## config.mk

```make
export PLATFORM = sky130hd
export DESIGN_NAME = bo_countdown
export DESIGN_NICKNAME = d
export VERILOG_FILES = /design/src/rtl/bo_countdown.sv
export SDC_FILE = /design/constraint.sdc
export NUM_CORES = 1
export LEC_CHECK = 0
export CORE_MARGIN = 2
export CORE_UTILIZATION = 45
export CTS_CLUSTER_DIAMETER = 30
export DETAILED_ROUTE_END_ITERATION = 6
export HOLD_SLACK_MARGIN = 0.1
export PLACE_DENSITY = 0.76
export SYNTH_ARGS = -nofsm -noshare
export SYNTH_HDL_FRONTEND = slang
export SYNTH_SLANG_ARGS = --single-unit
```

## constraint.sdc

```tcl
create_clock -name clk -period 5.85 [get_ports clk]
set_input_delay 0.8775 -clock clk [delete_from_list [all_inputs] [get_ports clk]]
set_output_delay 0.8775 -clock clk [all_outputs]
set_load 0.01 [all_outputs]
```

## src/rtl/bo_countdown.sv

```systemverilog
// Datapath for the countdown multiplier: down-counter, accumulator and result
// capture on the controller's pronto rising edge.
module bo_countdown #(
  parameter int WIDTH = 8,
  parameter int AW    = 16
) (
  input  logic             clk,
  input  logic             rst,
  input  logic             set,
  input  logic             rac,
  input  logic             dec,
  input  logic             cac,
  input  logic             pronto,
  input  logic [WIDTH-1:0] n_in,
  input  logic [WIDTH-1:0] step_in,
  output logic             zero,
  output logic [WIDTH-1:0] cnt,
  output logic [AW-1:0]    acc,
  output logic [AW-1:0]    result,
  output logic             result_valid,
  output logic             ovf,
  output logic             dec_err
);

  logic [WIDTH-1:0] cnt_q, cnt_d;
  logic [AW-1:0]    acc_q, acc_d;
  logic [AW-1:0]    result_q, result_d;
  logic             result_valid_q, result_valid_d;
  logic             ovf_q, ovf_d;
  logic             dec_err_q, dec_err_d;
  logic             pronto_q;
  logic [AW:0]      sum;
  logic             capture;

  // Extra top bit of the sum carries the accumulator overflow.
  assign sum     = {1'b0, acc_q} + {{(AW + 1 - WIDTH){1'b0}}, step_in};
  assign capture = pronto & ~pronto_q;

  always_comb begin
    cnt_d     = cnt_q;
    dec_err_d = dec_err_q;
    if (set) begin
      cnt_d     = n_in;
      dec_err_d = 1'b0;
    end else if (dec) begin
      if (cnt_q == '0) begin
        dec_err_d = 1'b1;
      end else begin
        cnt_d = cnt_q - WIDTH'(1);
      end
    end
  end

  always_comb begin
    acc_d = acc_q;
    ovf_d = ovf_q;
    if (rac) begin
      acc_d = '0;
      ovf_d = 1'b0;
    end else if (cac) begin
      acc_d = sum[AW-1:0];
      if (sum[AW]) begin
        ovf_d = 1'b1;
      end
    end
  end

  // Capture samples the accumulator as it stands before this edge's update.
  always_comb begin
    result_d       = capture ? acc_q : result_q;
    result_valid_d = capture;
  end

  // pronto_q resets high so the controller's idle pronto does not capture.
  always_ff @(posedge clk) begin
    if (rst) begin
      cnt_q          <= '0;
      acc_q          <= '0;
      result_q       <= '0;
      result_valid_q <= 1'b0;
      ovf_q          <= 1'b0;
      dec_err_q      <= 1'b0;
      pronto_q       <= 1'b1;
    end else begin
      cnt_q          <= cnt_d;
      acc_q          <= acc_d;
      result_q       <= result_d;
      result_valid_q <= result_valid_d;
      ovf_q          <= ovf_d;
      dec_err_q      <= dec_err_d;
      pronto_q       <= pronto;
    end
  end

  assign zero         = (cnt_q == '0);
  assign cnt          = cnt_q;
  assign acc          = acc_q;
  assign result       = result_q;
  assign result_valid = result_valid_q;
  assign ovf          = ovf_q;
  assign dec_err      = dec_err_q;

endmodule

```

==> flow_summary.toml, run 1 <==
[timing]
hold_violations = 0
finalSetupViolations = 0
hold_ws_ns = 0.4606
max_freq_mhz = 351.3
rsz0062_at_grt = "false"
min_period_ns = 2.846
worst_slew_pin_slew_ns = 1.117
drv_slew = 0
tns_ns = 0
setup_ws_ns = 3.004
slew_headroom_pct = 25.39
finalClockSkew_ns = 0.005277
period_share_pct = 48.65

[clocking]
cts_buffers = 5
clk_path_buf_depth = 2
clk_latency_ns = 0.29
cts.clk_slew.worst_paths_ns = 0.08
cts_tree = "done"
cts_max_level = 2
cts_sinks = 44
post_cts_buffers = 0
post_cts_resized = 0
cts_hold_buf = 0
ctsRootBufferMaster = "clkbuf_8"

[logic_synthesis]
ys_ff_latch = 44
synth_top_area_share_pct = 41.63
syn_nets = 279
postSynthCellCount = 246
synthesis.area_mm2 = 0.002116
syn_area_per_cell_um2 = 8.601
synthArstFlopShare_pct = 0
yosys-top-cells-area = "dfxtp_1 (42%), nand2_1 (6.9%), a21oi_1 (6.4%)"
yosysMostFrequentCell = "dfxtp_1"
yosysSeqAreaShare_pct = 41.63
synth_common_cells = "dfxtp_1 (44), nand2_1 (39), a21oi_1 (27), nor2_1 (15), o21ai_0 (10)"
yosys.area.top_type = "dfxtp_1"
synth.distinct_cells = 46
ys_dominant_reg_cell = "dfxtp_1"
yosysWarnings = 0
synth_edf_count = 0

[floorplanning]
fp-row-count = 24
die-height_um = 72.57
start_util_pct = 47.61
fp.coreArea_mm2 = 0.004444
die_w_um = 72.57
dieArea_mm2 = 0.005266
boundaryPins = 67

[route]
drc_errors = 0
top_layer = "met4"
viasPerCell = 5.547
post_drt_wl_per_cell_um = 14.43
met2RoutedLength_um = 2373
drtPass1Iterations = 4
num_vias = 1997
met3_length_um = 328
wl_met1_um = 2410
ant_nets = 0
wl_um = 5196
drt_iter0_markers = 115

[critical_path]
ff2ff_path_depth = 7
crit_path_max_fanout = 30
critPathArrivalTime_ns = 3.09
timing.rr.start = "acc[0]$_SDFFE_PP0P_"
critPathLaunch = "rst"
r2r-end = "acc[8]$_SDFFE_PP0P_"
path_class = "in2reg"
cp_data_required_time_ns = 6.09
endpoint_kind = "flip-flop"
regToRegSetupSlack_ns = 3.73
crit_path_end = "acc[15]$_SDFFE_PP0P_"
cp-start-kind = "input pin"

[power_and_ir_drop]
p_leak_nw = 1.116
peakVddDrop_mv = 0.1133
power_uw = 698.3
powerDensity_mw_per_mm2 = 239.2

[finish]
area_growth_pct = 37.97
n_fill_cell = 386
layout.nets = 341
layout.cells.non_filler = 360
final_util_pct = 65.68
num_antenna_cells = 0
fin_area_mm2 = 0.002919
final_layout_size_suffix_gt1_share_pct = 4.545

[placed_design]
place.gp.congestion = 0.9021
dp.cells = 353
placed_cell_area_mm2 = 0.002790
dp_hpwl_um = 3864
portBuffers = 66
pre_cts_slack_ns = 2.726

[global_routing]
antenna_found_initial = 0
grt-ovfl-total = 0
grt_max_degree = 31
grt.total_usage_pct = 20.28
grt_pass1_wl_um = 8362
grt_pass1_vias = 1828

[job]
drv_cap = 0

[outcome]
status = "finished clean"

[worst_hold_path]
hold_class = "reg2reg"
==> per-layer routing <==
metal  up-vias  GRT usage (%)
met4         0          7.613
met3        12          4.558
met1       905          27.18
met2        67          32.02
met5         -              0
li1       1013              -
==> registers in the layout, indices dropped and copies added, names as in the netlist <==
name          flops
dec_err           1
cnt               8
result_valid      1
acc              16
ovf               1
pronto_q          1
result           16
==> cell type report <==
class                      count  area, µm²  area share (%)
clock buffer                   5      68.82           2.357
clock inverter                 2      60.06           2.057
inverter                       4      15.01          0.5144
multi-input combinational    187       1169           40.03
sequential                    44      880.8           30.18
tap                           52      65.06           2.229
timing repair buffer          66      660.6           22.63
==> worst min-delay path by stage <==
stage	from	to	depth (start not counted)
floorplan	result[0]$_SDFFE_PP0P_	result[0]$_SDFFE_PP0P_	2
CTS	result[13]$_SDFFE_PP0P_	result[13]$_SDFFE_PP0P_	2
global route	result[2]$_SDFFE_PP0P_	result[2]$_SDFFE_PP0P_	2
detailed placement	result[13]$_SDFFE_PP0P_	result[13]$_SDFFE_PP0P_	2
finish	result[13]$_SDFFE_PP0P_	result[13]$_SDFFE_PP0P_	2
global placement	result[11]$_SDFFE_PP0P_	result[11]$_SDFFE_PP0P_	2
==> critical path, cell delays in order <==
cell,delay (ns)
clkdlybuf4s50_1,0.93
or2_2,0.66
or4_1,0.54
nand2_1,0.08
==> power by group <==
group          internal [mW]  switching [mW]  total [mW]  leakage [nW]
clock                  0.168          0.0991       0.267        0.0642
combinational         0.0587          0.0534       0.112         0.694
sequential             0.308          0.0110       0.319         0.358
==> cell families after synthesis <==
group,count (synthesis),share of synthesized area (%)
AND/OR/NAND/NOR,98,23.36
AO/OA/AOI/OAI,62,18.04
flip-flops,44,41.63
buffers and inverters,15,3.134
adder cells (fa/ha/maj),10,6.269
XOR/XNOR,9,3.725
multiplexers,8,3.844
==> layout by cell type, fill, tap and decap left out, types with 5 or more instances in the layout <==
| master | instances |
|---|---|
| clkdlybuf4s50_1 | 66 |
| a21oi_1 | 27 |
| nand2_1 | 39 |
| nor3_1 | 7 |
| or3_1 | 5 |
| mux2i_1 | 7 |
| a21o_1 | 6 |
| xor2_1 | 5 |
| dfxtp_1 | 44 |
| nor2_1 | 15 |
| ha_1 | 9 |
| o21ai_0 | 10 |
| clkbuf_8 | 5 |
No activity file was read; power rests on OpenSTA's default activity.
==> run 2, diff against run 1 <==
--- a/config.mk
+++ b/config.mk
@@ -6,11 +6,11 @@
 export NUM_CORES = 1
 export LEC_CHECK = 0
 export CORE_MARGIN = 2
-export CORE_UTILIZATION = 45
+export CORE_UTILIZATION = 42
 export CTS_CLUSTER_DIAMETER = 30
 export DETAILED_ROUTE_END_ITERATION = 6
 export HOLD_SLACK_MARGIN = 0.1
-export PLACE_DENSITY = 0.76
+export PLACE_DENSITY = 0.74
 export SYNTH_ARGS = -nofsm -noshare
 export SYNTH_HDL_FRONTEND = slang
 export SYNTH_SLANG_ARGS = --single-unit
==> constraint.sdc (replaced) <==
create_clock -name clk -period 2.55 [get_ports clk]
set_input_delay 0.3825 -clock clk [delete_from_list [all_inputs] [get_ports clk]]
set_output_delay 0.3825 -clock clk [all_outputs]
set_load 0.01 [all_outputs]
==> flow_summary.toml, run 2 (synthesis results as in run 1) <==
[finish]
final_common_cell = "clkdlybuf4s50_1"
num_antenna_cells = 0
layout.nets = 350
final_cell_mix = "clkdlybuf4s50_1 (66), dfxtp_1 (44), nand2_1 (39)"
final_layout_size_suffix_gt1_share_pct = 6.940
area_growth_pct = 39.62

[floorplanning]
fp-row-count = 25
start_util_pct = 44.21
die-height_um = 74.98
boundaryPins = 67
die_w_um = 74.98
dieArea_mm2 = 0.005621
fp.coreArea_mm2 = 0.004786

[critical_path]
slowest_delay_ns = 0.55
r2r-end = "acc[8]$_SDFFE_PP0P_"
path_delay_family = "simple AND/OR/NAND/NOR gates"
cp_slowest_cell = "clkdlybuf4s50_1"
regToRegSetupSlack_ns = 0.45
crit_path_end = "zero"
cp_data_required_time_ns = 2.17
critPathLaunch = "cnt[2]$_SDFFE_PP0P_"
crit_cells = 3
endpoint_kind = "output port"
path_buf_inv = 1
path_cells = "nor4_1, and3_1, clkdlybuf4s50_1"
path_class = "reg2out"
crit_path_max_fanout = 8
critPathArrivalTime_ns = 1.98
cp-start-kind = "flip-flop"
timing.rr.start = "acc[0]$_SDFFE_PP0P_"
ff2ff_path_depth = 7

[timing]
rsz0062_at_grt = "false"
hold_violations = 0
tns_ns = 0
max_freq_mhz = 422.9
period_share_pct = 92.74
finalClockSkew_ns = 0.003582
slew_headroom_pct = 50.82
finalSetupViolations = 0
drv_slew = 0
worst_slew_pin_slew_ns = 0.7377
hold_ws_ns = 0.4588
min_period_ns = 2.365

[power_and_ir_drop]
p_switching_uw = 375.7
power.internal_mw = 1.038
p_sw_share_pct = 26.58
power_frac_seq_pct = 51.7
clkPwrFrac_pct = 29.2
p_leak_nw = 1.137
pwr-share-comb_pct = 19.1
peakVddDrop_mv = 0.2176
powerDensity_mw_per_mm2 = 478.4

[route]
top_layer = "met4"
drc_errors = 0
ant_nets = 0
num_vias = 2028
viasPerCell = 5.281
wl_um = 5162
drtPass1Iterations = 4
wl_met1_um = 2549
met2RoutedLength_um = 2335
met3_length_um = 233
drt_iter0_markers = 66
post_drt_wl_per_cell_um = 13.44

[global_routing]
grt-ovfl-total = 0
grt_pass1_vias = 1846
grt_max_degree = 18
antenna_found_initial = 0
grt.total_usage_pct = 19.16
grt_pass1_wl_um = 8231

[placed_design]
dp_hpwl_um = 3887
place.gp.congestion = 0.8413
portBuffers = 66

[clocking]
cts.clk_slew.worst_paths_ns = 0.08
cts_buffers = 5
post_cts_resized = 0
cts_sinks = 44
cts_hold_buf = 0
ctsRootBufferMaster = "clkbuf_8"
post_cts_buffers = 0
cts_max_level = 2
clk_path_buf_depth = 2
clk_latency_ns = 0.29
cts_tree = "done"

[job]
drv_cap = 0

[worst_hold_path]
hold_class = "reg2reg"
hold_path_depth = 2

[outcome]
status = "finished clean"
run 2: cell types whose count changed in the layout (fill, tap and decap cells not counted):
| cell | delta |
|---|---|
| buf_4 | +9 |
| clkbuf_1 | +1 |
| bufinv_16 | -2 |
| clkinv_2 | +1 |
run 2: how the worst min path moves through the flow:
stage / from / endpoint / slack (ns)
final: result[15]$_SDFFE_PP0P_ / result[15]$_SDFFE_PP0P_ / 0.46
after global routing: result[13]$_SDFFE_PP0P_ / result[13]$_SDFFE_PP0P_ / 0.48
after CTS: result[3]$_SDFFE_PP0P_ / result[3]$_SDFFE_PP0P_ / 0.46
after detailed placement: result[3]$_SDFFE_PP0P_ / result[3]$_SDFFE_PP0P_ / 0.45
after global placement: result[15]$_SDFFE_PP0P_ / result[15]$_SDFFE_PP0P_ / 0.44
after floorplan: result[0]$_SDFFE_PP0P_ / result[0]$_SDFFE_PP0P_ / 0.48
run 2: routing by layer:
metal / vias up / track usage, %
li1: 1024 / -
met1: 944 / 25.89
met2: 56 / 30.60
met3: 4 / 3.748
met4: 0 / 6.746
met5: - / 0
run 2: metrics by stage:
| step | area [µm²] | power (mW) | instances | setup slack (ns) | utilization [%] |
|---|---|---|---|---|---|
| 2_1_floorplan | 2116 | 0.8949 | 246 | 0.5410 | - |
| 3_3_place_gp | 2877 | 1.011 | 377 | 0.04446 | 60.10 |
| 3_5_place_dp | 2877 | 1.016 | 377 | 0.009398 | 60.10 |
| 4_1_cts | 2954 | 1.426 | 384 | 0.2072 | 61.73 |
| 5_1_grt | 2954 | 1.480 | 384 | 0.1096 | 61.73 |
| 6_report | 2954 | 1.413 | 384 | 0.1851 | 61.73 |
run 2: power by group through the flow:
stage | registers (mW) | clock network, mW | logic, mW
detailed placement | 0.747 | 0 | 0.269
global placement | 0.746 | 0 | 0.265
floorplan | 0.751 | 0 | 0.144
finish | 0.731 | 0.412 | 0.270
CTS | 0.731 | 0.425 | 0.270
global route | 0.734 | 0.451 | 0.295
run 2: layout make-up:
class | count | area [µm²]
Sequential cell | 44 | 880.8
Multi-Input combinational cell | 187 | 1169
Inverter | 4 | 15.01
Clock buffer | 6 | 72.57
Timing Repair Buffer | 75 | 728.2
Clock inverter | 1 | 5.005
Fill cell | 455 | 1832
Tap cell | 67 | 83.83
run 2: worst min-delay path, delay by kind of cell, from the launching register on:
family | cells | cell delay (ns)
AOI/OAI and AO/OA | 1 | 0.05
and+or+nand+nor | 1 | 0.05
DFF | 1 | 0.32
